==> src/rtl/id_ex_forward_pkg.sv <==
// ---------------------------------------------------------------------------
// id_ex_forward_pkg
// Shared definitions for the ID/EX forwarding register: opcode constants,
// instruction field positions, decode helpers and the stage state enum.
// ---------------------------------------------------------------------------
package id_ex_forward_pkg;

    localparam logic [3:0] OP_LW0  = 4'b0100;
    localparam logic [3:0] OP_LW1  = 4'b0110;
    localparam logic [3:0] OP_SW0  = 4'b0101;
    localparam logic [3:0] OP_SW1  = 4'b0111;
    localparam logic [3:0] OP_NONE = 4'b0000;

    // Field positions inside a 16-bit instruction word (each field is 4 bits)
    localparam int OPC_LSB = 12;
    localparam int DST_LSB = 8;
    localparam int RS_LSB  = 4;
    localparam int RT_LSB  = 0;

    typedef enum logic {
        RUN    = 1'b0,
        BUBBLE = 1'b1
    } state_t;

    function automatic logic [3:0] opcode(input logic [15:0] instr);
        return instr[OPC_LSB +: 4];
    endfunction

    function automatic logic [3:0] dest(input logic [15:0] instr);
        return instr[DST_LSB +: 4];
    endfunction

    function automatic logic [3:0] rs(input logic [15:0] instr);
        return instr[RS_LSB +: 4];
    endfunction

    function automatic logic [3:0] rt(input logic [15:0] instr);
        return instr[RT_LSB +: 4];
    endfunction

    function automatic logic is_load(input logic [15:0] instr);
        return (opcode(instr) == OP_LW0) || (opcode(instr) == OP_LW1);
    endfunction

    function automatic logic is_store(input logic [15:0] instr);
        return (opcode(instr) == OP_SW0) || (opcode(instr) == OP_SW1);
    endfunction

    // Opcode 0000 is the NOP/bubble encoding and never writes a register
    function automatic logic is_writer(input logic [15:0] instr);
        return !is_store(instr) && (opcode(instr) != OP_NONE);
    endfunction

endpackage

==> src/rtl/id_ex_forward_if.sv <==
// ---------------------------------------------------------------------------
// id_ex_forward_if
// Bundles the IF/ID-side inputs, forwarding inputs and EX-side outputs of the
// ID/EX register.
//   slave  : the ID/EX register itself (consumes instruction/operands/forwards,
//            produces latched instruction/operands, Stall, BubbleCount)
//   master : the surrounding pipeline / testbench
// ---------------------------------------------------------------------------
interface id_ex_forward_if #(
    parameter int CNT_W = 16
);
    logic [15:0]      InstructionIn;
    logic [15:0]      OP1In;
    logic [15:0]      OP2In;
    logic [15:0]      OneAwayInstruction;
    logic [31:0]      OneAwayForward;
    logic [15:0]      TwoAwayInstruction;
    logic [31:0]      TwoAwayForward;
    logic             Hold;
    logic [15:0]      InstructionOut;
    logic [15:0]      OP1Out;
    logic [15:0]      OP2Out;
    logic             Stall;
    logic [CNT_W-1:0] BubbleCount;

    modport master (
        output InstructionIn, OP1In, OP2In,
        output OneAwayInstruction, OneAwayForward,
        output TwoAwayInstruction, TwoAwayForward,
        output Hold,
        input  InstructionOut, OP1Out, OP2Out, Stall, BubbleCount
    );

    modport slave (
        input  InstructionIn, OP1In, OP2In,
        input  OneAwayInstruction, OneAwayForward,
        input  TwoAwayInstruction, TwoAwayForward,
        input  Hold,
        output InstructionOut, OP1Out, OP2Out, Stall, BubbleCount
    );
endinterface

==> src/rtl/id_ex_forward_fwd_select.sv <==
// ---------------------------------------------------------------------------
// fwd_select
// Per-operand forwarding priority mux.
//   src_i        : source register number being read
//   op_i         : register-file value for that source
//   one_instr_i  : instruction in MEM,  one_fwd_i : its forward value
//   two_instr_i  : instruction in WB,   two_fwd_i : its write-back value
//   op_o         : resolved operand (one-away > two-away > register file)
// ---------------------------------------------------------------------------
module fwd_select
    import id_ex_forward_pkg::*;
(
    input  logic [3:0]  src_i,
    input  logic [15:0] op_i,
    input  logic [15:0] one_instr_i,
    input  logic [31:0] one_fwd_i,
    input  logic [15:0] two_instr_i,
    input  logic [31:0] two_fwd_i,
    output logic [15:0] op_o
);

    // Only the low half of the forward buses carries register data
    logic unused_fwd_hi;
    assign unused_fwd_hi = ^{one_fwd_i[31:16], two_fwd_i[31:16]};

    always_comb begin
        op_o = op_i;
        // r0 is hard-wired and never forwarded
        if (src_i != 4'd0) begin
            if (is_writer(one_instr_i) && (dest(one_instr_i) == src_i)) begin
                op_o = one_fwd_i[15:0];
            end else if (is_writer(two_instr_i) && (dest(two_instr_i) == src_i)) begin
                op_o = two_fwd_i[15:0];
            end
        end
    end

endmodule

==> src/rtl/id_ex_forward.sv <==
// ---------------------------------------------------------------------------
// id_ex_forward
// ID/EX pipeline register with operand forwarding and load-use interlock.
//   clk  : rising-edge clock
//   rst  : asynchronous active-low reset
//   bus  : id_ex_forward_if.slave
//          in : InstructionIn, OP1In, OP2In, One/TwoAwayInstruction,
//               One/TwoAwayForward, Hold
//          out: InstructionOut, OP1Out, OP2Out (registered),
//               Stall (combinational), BubbleCount (registered, saturating)
// ---------------------------------------------------------------------------
module id_ex_forward
    import id_ex_forward_pkg::*;
#(
    parameter logic [15:0] NOP   = 16'h0000,
    parameter int          CNT_W = 16
) (
    input logic               clk,
    input logic               rst,
    id_ex_forward_if.slave    bus
);

    state_t           state_q, state_d;
    logic [15:0]      instr_q, instr_d;
    logic [15:0]      op1_q, op1_d;
    logic [15:0]      op2_q, op2_d;
    logic [CNT_W-1:0] cnt_q, cnt_d;

    logic [15:0] op1_fwd;
    logic [15:0] op2_fwd;
    logic        hazard;

    fwd_select u_fwd_op1 (
        .src_i       (rs(bus.InstructionIn)),
        .op_i        (bus.OP1In),
        .one_instr_i (bus.OneAwayInstruction),
        .one_fwd_i   (bus.OneAwayForward),
        .two_instr_i (bus.TwoAwayInstruction),
        .two_fwd_i   (bus.TwoAwayForward),
        .op_o        (op1_fwd)
    );

    fwd_select u_fwd_op2 (
        .src_i       (rt(bus.InstructionIn)),
        .op_i        (bus.OP2In),
        .one_instr_i (bus.OneAwayInstruction),
        .one_fwd_i   (bus.OneAwayForward),
        .two_instr_i (bus.TwoAwayInstruction),
        .two_fwd_i   (bus.TwoAwayForward),
        .op_o        (op2_fwd)
    );

    // A load sitting in EX cannot forward its data yet; any reader of its
    // destination must wait one cycle. Gated by rst so Stall is low in reset.
    always_comb begin
        hazard = rst && (state_q == RUN) && is_load(instr_q)
                 && (dest(instr_q) != 4'd0)
                 && ((dest(instr_q) == rs(bus.InstructionIn)) ||
                     (dest(instr_q) == rt(bus.InstructionIn)));
    end

    always_comb begin
        state_d = state_q;
        instr_d = instr_q;
        op1_d   = op1_q;
        op2_d   = op2_q;
        cnt_d   = cnt_q;
        if (!bus.Hold) begin
            if ((state_q == RUN) && hazard) begin
                instr_d = NOP;
                op1_d   = 16'h0000;
                op2_d   = 16'h0000;
                cnt_d   = (cnt_q == {CNT_W{1'b1}}) ? cnt_q
                          : cnt_q + {{(CNT_W-1){1'b0}}, 1'b1};
                state_d = BUBBLE;
            end else begin
                // RUN without hazard, or BUBBLE (load data now comes one-away)
                instr_d = bus.InstructionIn;
                op1_d   = op1_fwd;
                op2_d   = op2_fwd;
                state_d = RUN;
            end
        end
    end

    always_ff @(posedge clk or negedge rst) begin
        if (!rst) begin
            state_q <= RUN;
            instr_q <= NOP;
            op1_q   <= 16'h0000;
            op2_q   <= 16'h0000;
            cnt_q   <= '0;
        end else begin
            state_q <= state_d;
            instr_q <= instr_d;
            op1_q   <= op1_d;
            op2_q   <= op2_d;
            cnt_q   <= cnt_d;
        end
    end

    assign bus.InstructionOut = instr_q;
    assign bus.OP1Out         = op1_q;
    assign bus.OP2Out         = op2_q;
    assign bus.BubbleCount    = cnt_q;
    assign bus.Stall          = hazard;

endmodule

==> src/flat_wrapper.sv <==
// flat-port wrapper written by rule: the top's interface ports become plain ports
module id_ex_forward_flat import id_ex_forward_pkg::*;
#(
    parameter logic [15:0] NOP   = 16'h0000,
    parameter int          CNT_W = 16
)
  (clk, rst, bus_InstructionIn, bus_OP1In, bus_OP2In, bus_OneAwayInstruction, bus_OneAwayForward, bus_TwoAwayInstruction, bus_TwoAwayForward, bus_Hold, bus_InstructionOut, bus_OP1Out, bus_OP2Out, bus_Stall, bus_BubbleCount);
  id_ex_forward_if #(.CNT_W(CNT_W)) bus_i ();
  input logic clk;
  input logic rst;
  input wire logic [$bits(bus_i.InstructionIn)-1:0] bus_InstructionIn;
  input wire logic [$bits(bus_i.OP1In)-1:0] bus_OP1In;
  input wire logic [$bits(bus_i.OP2In)-1:0] bus_OP2In;
  input wire logic [$bits(bus_i.OneAwayInstruction)-1:0] bus_OneAwayInstruction;
  input wire logic [$bits(bus_i.OneAwayForward)-1:0] bus_OneAwayForward;
  input wire logic [$bits(bus_i.TwoAwayInstruction)-1:0] bus_TwoAwayInstruction;
  input wire logic [$bits(bus_i.TwoAwayForward)-1:0] bus_TwoAwayForward;
  input wire logic [$bits(bus_i.Hold)-1:0] bus_Hold;
  output wire logic [$bits(bus_i.InstructionOut)-1:0] bus_InstructionOut;
  output wire logic [$bits(bus_i.OP1Out)-1:0] bus_OP1Out;
  output wire logic [$bits(bus_i.OP2Out)-1:0] bus_OP2Out;
  output wire logic [$bits(bus_i.Stall)-1:0] bus_Stall;
  output wire logic [$bits(bus_i.BubbleCount)-1:0] bus_BubbleCount;
  assign bus_i.InstructionIn = bus_InstructionIn;
  assign bus_i.OP1In = bus_OP1In;
  assign bus_i.OP2In = bus_OP2In;
  assign bus_i.OneAwayInstruction = bus_OneAwayInstruction;
  assign bus_i.OneAwayForward = bus_OneAwayForward;
  assign bus_i.TwoAwayInstruction = bus_TwoAwayInstruction;
  assign bus_i.TwoAwayForward = bus_TwoAwayForward;
  assign bus_i.Hold = bus_Hold;
  assign bus_InstructionOut = bus_i.InstructionOut;
  assign bus_OP1Out = bus_i.OP1Out;
  assign bus_OP2Out = bus_i.OP2Out;
  assign bus_Stall = bus_i.Stall;
  assign bus_BubbleCount = bus_i.BubbleCount;
  id_ex_forward #(.NOP(NOP), .CNT_W(CNT_W)) u_core (.clk(clk), .rst(rst), .bus(bus_i));
endmodule
==> config.mk <==
export PLATFORM = sky130hd
export DESIGN_NAME = id_ex_forward_flat
export DESIGN_NICKNAME = d
export VERILOG_FILES = /design/src/rtl/id_ex_forward_pkg.sv /design/src/rtl/id_ex_forward_if.sv /design/src/rtl/id_ex_forward_fwd_select.sv /design/src/rtl/id_ex_forward.sv /design/src/flat_wrapper.sv
export SDC_FILE = /design/constraint.sdc
export NUM_CORES = 1
export LEC_CHECK = 0
export ABC_AREA = 1
export CAP_MARGIN = 20
export CORE_MARGIN = 2
export CORE_UTILIZATION = 40
export DETAILED_ROUTE_END_ITERATION = 12
export GPL_TIMING_DRIVEN = 0
export PLACE_DENSITY = 0.74
export SLEW_MARGIN = 25
export SYNTH_ARGS = -nofsm -noshare
export SYNTH_HDL_FRONTEND = slang
export SYNTH_HIERARCHICAL = 1
export SYNTH_SLANG_ARGS = --single-unit
==> constraint.sdc <==
create_clock -name clk -period 4.3 [get_ports clk]
set_input_delay 0.86 -clock clk [delete_from_list [all_inputs] [get_ports clk]]
set_output_delay 0.86 -clock clk [all_outputs]
set_load 0.01 [all_outputs]
==> results.sh, run 1 <==
export IMPL_setup_tns_ps=0
export IMPL_drv_slew=0
export IMPL_initial_core_util_pct=40.70
export IMPL_clk_pin_slew_ps=60
export IMPL_root_buffer="clkbuf_16"
export IMPL_synthFlopType="dfrtp_1"
export IMPL_grt_use_met2_pct=39.56
export IMPL_fmax_ghz=0.2638
export IMPL_syn_nets=896
export IMPL_layout_common_cells="268 x nand2_1, 162 x clkdlybuf4s50_1, 132 x nor2_1"
export IMPL_ant_nets=0
export IMPL_ys_ff_latch=65
export IMPL_synth_edf_count=0
export IMPL_vias=5219
export IMPL_totalWireLength_mm=14.96
export IMPL_die_h_um=114.1
export IMPL_path_delay_family="buffers and inverters"
export IMPL_async_reset_ff_share_pct=100.0
export IMPL_grt_pass1_wl_mm=24.24
export IMPL_dieArea_um2=13020
export IMPL_dp_hpwl_mm=11.74
export IMPL_final_common_cell="nand2_1"
export IMPL_fin_cells=1074
export IMPL_busiest_layer="met2"
export IMPL_timing_final_crit_share_pct=88.16
export IMPL_clkSinkCount=65
export IMPL_place_congestion=0.8714
export IMPL_reg2regPathDepth=10
export IMPL_worst_setup_path_type="in -> out"
export IMPL_maxCapViolations=0
export IMPL_remaining_drc_errors=0
export IMPL_drive_above_1_share_pct=13.48
export IMPL_cp_cell_sequence="clkdlybuf4s50_1, inv_1, nand2_1, nand2_1, nor2_1, nand2_2, a21oi_4, buf_6, clkdlybuf4s50_1"
export IMPL_area_growth_syn_to_layout_pct=43.69
export IMPL_slew_headroom_pct=65.16
export IMPL_ys_warn_count=6
export IMPL_grt_pass1_vias=5021
export IMPL_wire_per_inst_um=13.92
export IMPL_first_iter_violations=337
export IMPL_clk_path_buf_depth=2
export IMPL_rows=40
export IMPL_vias_per_cell=4.859
export IMPL_crit_path_end_kind="output port"
export IMPL_antennaDiodeCount=0
export IMPL_min_period_ps=3791
export IMPL_ctsHoldBuffers=0
export IMPL_worst_pin_slew_ps=522.5
export IMPL_r2r_start="u_core/bus.BubbleCount[0]$_DFFE_PN0P_"
export IMPL_max_vdd_ir_drop_mv=0.1666
export IMPL_leakage_nw=3.506
export IMPL_crit_path_top_delay_cell="clkdlybuf4s50_1"
export IMPL_worstPathArrival_ps=2930
export IMPL_track_usage_pct=23.43
export IMPL_cts_resized=0
export IMPL_nets=1071
export IMPL_run_status="finished, final reports clean"
export IMPL_r2r_end="u_core/bus.BubbleCount[5]$_DFFE_PN0P_"
export IMPL_htree_num_levels=3
export IMPL_hp_class="in -> async"
export IMPL_grt_ovfl_total=0
export IMPL_port_buffers=163
export IMPL_core_area_um2=11910
export IMPL_rsz0062_at_grt="no"
export IMPL_clock_latency_ps=330
export IMPL_grtUsageMet3_pct=5.823
export IMPL_cts_tree="yes"
export IMPL_netlist_area_um2=4848
export IMPL_crit_fanout=10
export IMPL_fin_worst_skew_ps=7.825
export IMPL_max_stage_delay_ps=650
export IMPL_first_pass_iters=6
export IMPL_dp_cells=1059
export IMPL_setup_viol=0
export IMPL_powerDensity_nw_per_um2=288.5
export IMPL_chipWidth_um=114.1
export IMPL_postCtsSetupBuffers=0
export IMPL_final_area_um2=6967
export IMPL_post_synth_cell_area_avg_um2=6.482
export IMPL_synthCells=748
export IMPL_placed_cell_area_um2=6681
export IMPL_crit_buf_inv=4
export IMPL_critPathLaunchType="input port"
export IMPL_critPathRequiredTime_ps=3440
export IMPL_ff2ff_setup_slack_ps=2480
export IMPL_worstSetupStartpoint="bus_InstructionIn[7]"
export IMPL_grt_max_degree=39
export IMPL_synth_cell_types=27
export IMPL_ys_seq_area_share_pct=33.55
export IMPL_use_met1_pct=30.06
export IMPL_cts_buffers=9
export IMPL_final_hold_viol_count=0
export IMPL_grt_antenna_before_repair=0
export IMPL_io_pins=212
[kinds of logic (layout without fill, tap and decap cells)]
group,after synthesis,count (layout),share of synthesized area (%)
AOI/OAI and AO/OA,48,48,5.394
xor gates and xnor gates,9,9,1.626
adders and majority gates,1,1,0.2580
buffers and inverters,86,265,8.955
DFF,65,65,33.55
and+or+nand+nor,539,539,50.22
[flip-flops by register name, summed over array words and instances, names as in the netlist]
name / cells
u_core/bus.InstructionOut: 16
u_core/bus.OP1Out: 16
u_core/state_q: 1
u_core/bus.BubbleCount: 16
u_core/bus.OP2Out: 16
[where the power goes]
| group | total (mW) | switching (mW) | internal (mW) |
|---|---|---|---|
| sequential | 0.723 | 0.0492 | 0.674 |
| clock | 0.717 | 0.275 | 0.442 |
| combinational | 0.570 | 0.279 | 0.291 |
| total | 2.01 | 0.604 | 1.41 |
[final cells by class]
cell class | count | area, um^2
Sequential cell | 65 | 1627
Clock buffer | 9 | 225.2
Buffer | 34 | 239.0
Inverter | 52 | 195.2
Timing Repair Buffer | 164 | 1649
Multi-Input combinational cell | 597 | 2788
Tap cell | 147 | 183.9
Fill cell | 1192 | 4945
Clock inverter | 6 | 60.06
[routing by layer]
layer	wire [um]	part of all wire [%]
met5	0	0
met3	1100	7.4
met1	6540	44
met2	7186	48
met4	128	0.86
[worst reg2reg max path, stage by stage, from the launching register on]
cell and delay, ps:
dfrtp_1 450, ha_1 270, nand3_2 130, inv_2 70, nand2_2 80, nor2_4 50
nor2_4 210, nand3_4 160, buf_6 180, nand2_1 60, nand2_1 60
[Yosys cell counts, types with 4 or more instances]
cell type / instances / area, um^2
nand2_1: 268 / 1006
nor2_1: 132 / 495.5
dfrtp_1: 65 / 1627
nand3_1: 63 / 315.3
inv_1: 37 / 138.9
a21oi_1: 36 / 180.2
nand2_2: 22 / 137.6
nor2_2: 18 / 112.6
inv_2: 15 / 56.30
buf_6: 12 / 135.1
buf_2: 11 / 55.05
nand3_2: 11 / 110.1
nor2_4: 9 / 101.4
clkbuf_1: 7 / 26.28
o21ai_0: 7 / 35.03
xnor2_1: 6 / 52.55
nand4_1: 5 / 31.28
nand2_4: 4 / 45.04
o21bai_1: 4 / 30.03
[worst max-delay path by stage]
stage	slack (ps)	end	cells after the start
CTS	530	bus_Stall	9
finish	510	bus_Stall	9
global placement	-1590	bus_Stall	7
detailed placement	540	bus_Stall	9
floorplan	1880	bus_Stall	7
global route	400	bus_Stall	9
[through the flow]
step,hold WS (ps),power [mW],util [%],worst slack [ps]
after floorplan,450.5,0.9931,-,1884
after global placement,465.5,1.294,55.95,-1595
after detailed placement,464.6,1.303,56.09,537.4
after CTS,458.8,2.033,58.49,526.9
after global routing,477.1,2.118,58.49,399.7
final,455.7,2.010,58.49,509.3
No activity file was read; power rests on OpenSTA's default activity.
==> run 2: changes to the inputs <==
- CAP_MARGIN: 20 -> 40
- REMOVE_ABC_BUFFERS: default -> 1
==> run 2 against run 1 <==
Against the previous run:
- die area did not move
- critical endpoint unchanged
- flip-flop and latch count did not move
- highest routed layer unchanged
- largest power group is now the clock network
- clock skew is 4.7 ps lower
==> results.sh, run 2 (synthesis results as in run 1) <==
export IMPL_grt_max_degree=54
export IMPL_nets=1042
export IMPL_setup_viol=0
export IMPL_totalWireLength_mm=14.59
export IMPL_r2r_end="u_core/bus.BubbleCount[1]$_DFFE_PN0P_"
export IMPL_rows=40
export IMPL_area_growth_syn_to_layout_pct=40.90
export IMPL_min_period_ps=3801
export IMPL_vias_per_cell=4.843
export IMPL_io_pins=212
export IMPL_final_hold_viol_count=0
export IMPL_critPathRequiredTime_ps=3440
export IMPL_grt_antenna_before_repair=0
export IMPL_drive_above_1_share_pct=11.79
export IMPL_setup_tns_ps=0
export IMPL_worstPathArrival_ps=2940
export IMPL_max_vdd_ir_drop_mv=0.1912
export IMPL_timing_final_ws_setup_ps=499.4
export IMPL_dp_cells=1030
export IMPL_reg2regPathDepth=9
export IMPL_crit_fanout=17
export IMPL_fin_cells=1046
export IMPL_grt_pass1_vias=4765
export IMPL_worst_pin_slew_ps=763.6
export IMPL_layout_common_cells="268 x nand2_1, 161 x clkdlybuf4s50_1, 132 x nor2_1"
export IMPL_hp_class="in -> async"
export IMPL_ant_nets=0
export IMPL_ctsHoldBuffers=0
export IMPL_cts_buffers=9
export IMPL_hold_ws_ps=384.2
export IMPL_clk_pin_slew_ps=60
export IMPL_crit_path_end_kind="output port"
export IMPL_powerDensity_nw_per_um2=302.3
export IMPL_rsz0062_at_grt="no"
export IMPL_postCtsSetupBuffers=0
export IMPL_root_buffer="clkbuf_16"
export IMPL_fin_worst_skew_ps=3.122
export IMPL_track_usage_pct=23.13
export IMPL_clk_path_buf_depth=2
export IMPL_cts_tree="yes"
export IMPL_htree_num_levels=3
export IMPL_initial_core_util_pct=40.70
export IMPL_critPathLaunchType="input port"
export IMPL_run_status="finished, final reports clean"
export IMPL_post_route_util_pct=57.35
export IMPL_port_buffers=163
export IMPL_die_h_um=114.1
export IMPL_maxCapViolations=0
export IMPL_wire_per_inst_um=13.95
export IMPL_drv_slew=0
export IMPL_fmax_ghz=0.2631
export IMPL_chipWidth_um=114.1
export IMPL_grt_ovfl_total=0
export IMPL_multi_input_area_um2=2788
export IMPL_ff2ff_setup_slack_ps=2280
export IMPL_first_pass_iters=4
export IMPL_vias=5066
export IMPL_place_congestion=0.8134
export IMPL_cts_resized=0
export IMPL_clock_latency_ps=340
export IMPL_r2r_start="u_core/bus.BubbleCount[0]$_DFFE_PN0P_"
export IMPL_dp_slack_ps=484.3
export IMPL_n_fill_cell=1135
export IMPL_regArea_um2=1627
export IMPL_remaining_drc_errors=0
export IMPL_slew_headroom_pct=48.97
export IMPL_core_area_um2=11910
export IMPL_dp_hpwl_mm=10.14
export IMPL_clkSinkCount=65
export IMPL_grt_pass1_wl_mm=23.85
export IMPL_leakage_nw=3.434
export IMPL_first_iter_violations=252
export IMPL_antennaDiodeCount=0
export IMPL_timing_final_crit_share_pct=88.39
export IMPL_final_common_cell="nand2_1"
export IMPL_worst_setup_path_type="in -> out"
export IMPL_dieArea_um2=13020
run 2: cell types whose count changed in the layout (fill, tap and decap cells not counted):
cell             before  now
buf_2                11    1
buf_6                12    4
clkbuf_1              7    1
buf_1                 2    0
buf_16                0    2
buf_4                 3    1
buf_12                1    0
bufinv_16             1    2
clkdlybuf4s50_1     162  161
clkinvlp_4            2    1
inv_2                15   14
inv_4                 0    1
run 2: routing by layer:
metal	global-route usage [%]	share of wire [%]
met1	28.82	43
met2	39.25	47
met3	7.782	9.5
met4	4.634	0.87
met5	0	0
run 2: how the worst max path moves through the flow:
stage | from | end | cells past startpoint
after floorplan | bus_InstructionIn[1] | bus_Stall | 6
after global placement | rst | bus_Stall | 6
after detailed placement | bus_InstructionIn[4] | bus_Stall | 8
after CTS | bus_InstructionIn[4] | bus_Stall | 8
after global routing | bus_InstructionIn[4] | bus_Stall | 8
final | bus_InstructionIn[2] | bus_Stall | 8
run 2: power breakdown:
group / switching (mW) / internal, mW
Combinational: 0.277 / 0.281
Clock: 0.285 / 0.505
Sequential: 0.0440 / 0.673
Total: 0.606 / 1.46
run 2: layout make-up:
class                           instances  share of cell area (%)
Sequential cell                        65                   23.81
Tap cell                              147                   2.692
Clock buffer                           10                   3.352
Clock inverter                          6                   1.209
Timing Repair Buffer                  169                   25.24
Multi-Input combinational cell        597                   40.81
Inverter                               52                   2.894
run 2: metrics by stage:
| step | total power [mW] | cell area, um^2 |
|---|---|---|
| detailed placement | 1.286 | 6520 |
| finish | 2.065 | 6832 |
| global placement | 1.275 | 6425 |
| floorplan | 0.9718 | 4609 |
| global route | 2.176 | 6832 |
| CTS | 2.084 | 6832 |
run 2: critical path: stages:
cell and delay, ps:
clkdlybuf4s50_1 620, inv_1 70, nand2_1 60, nand2_1 60
nor2_2 110, nand2_2 100, a21oi_4 430, clkdlybuf4s50_1 620
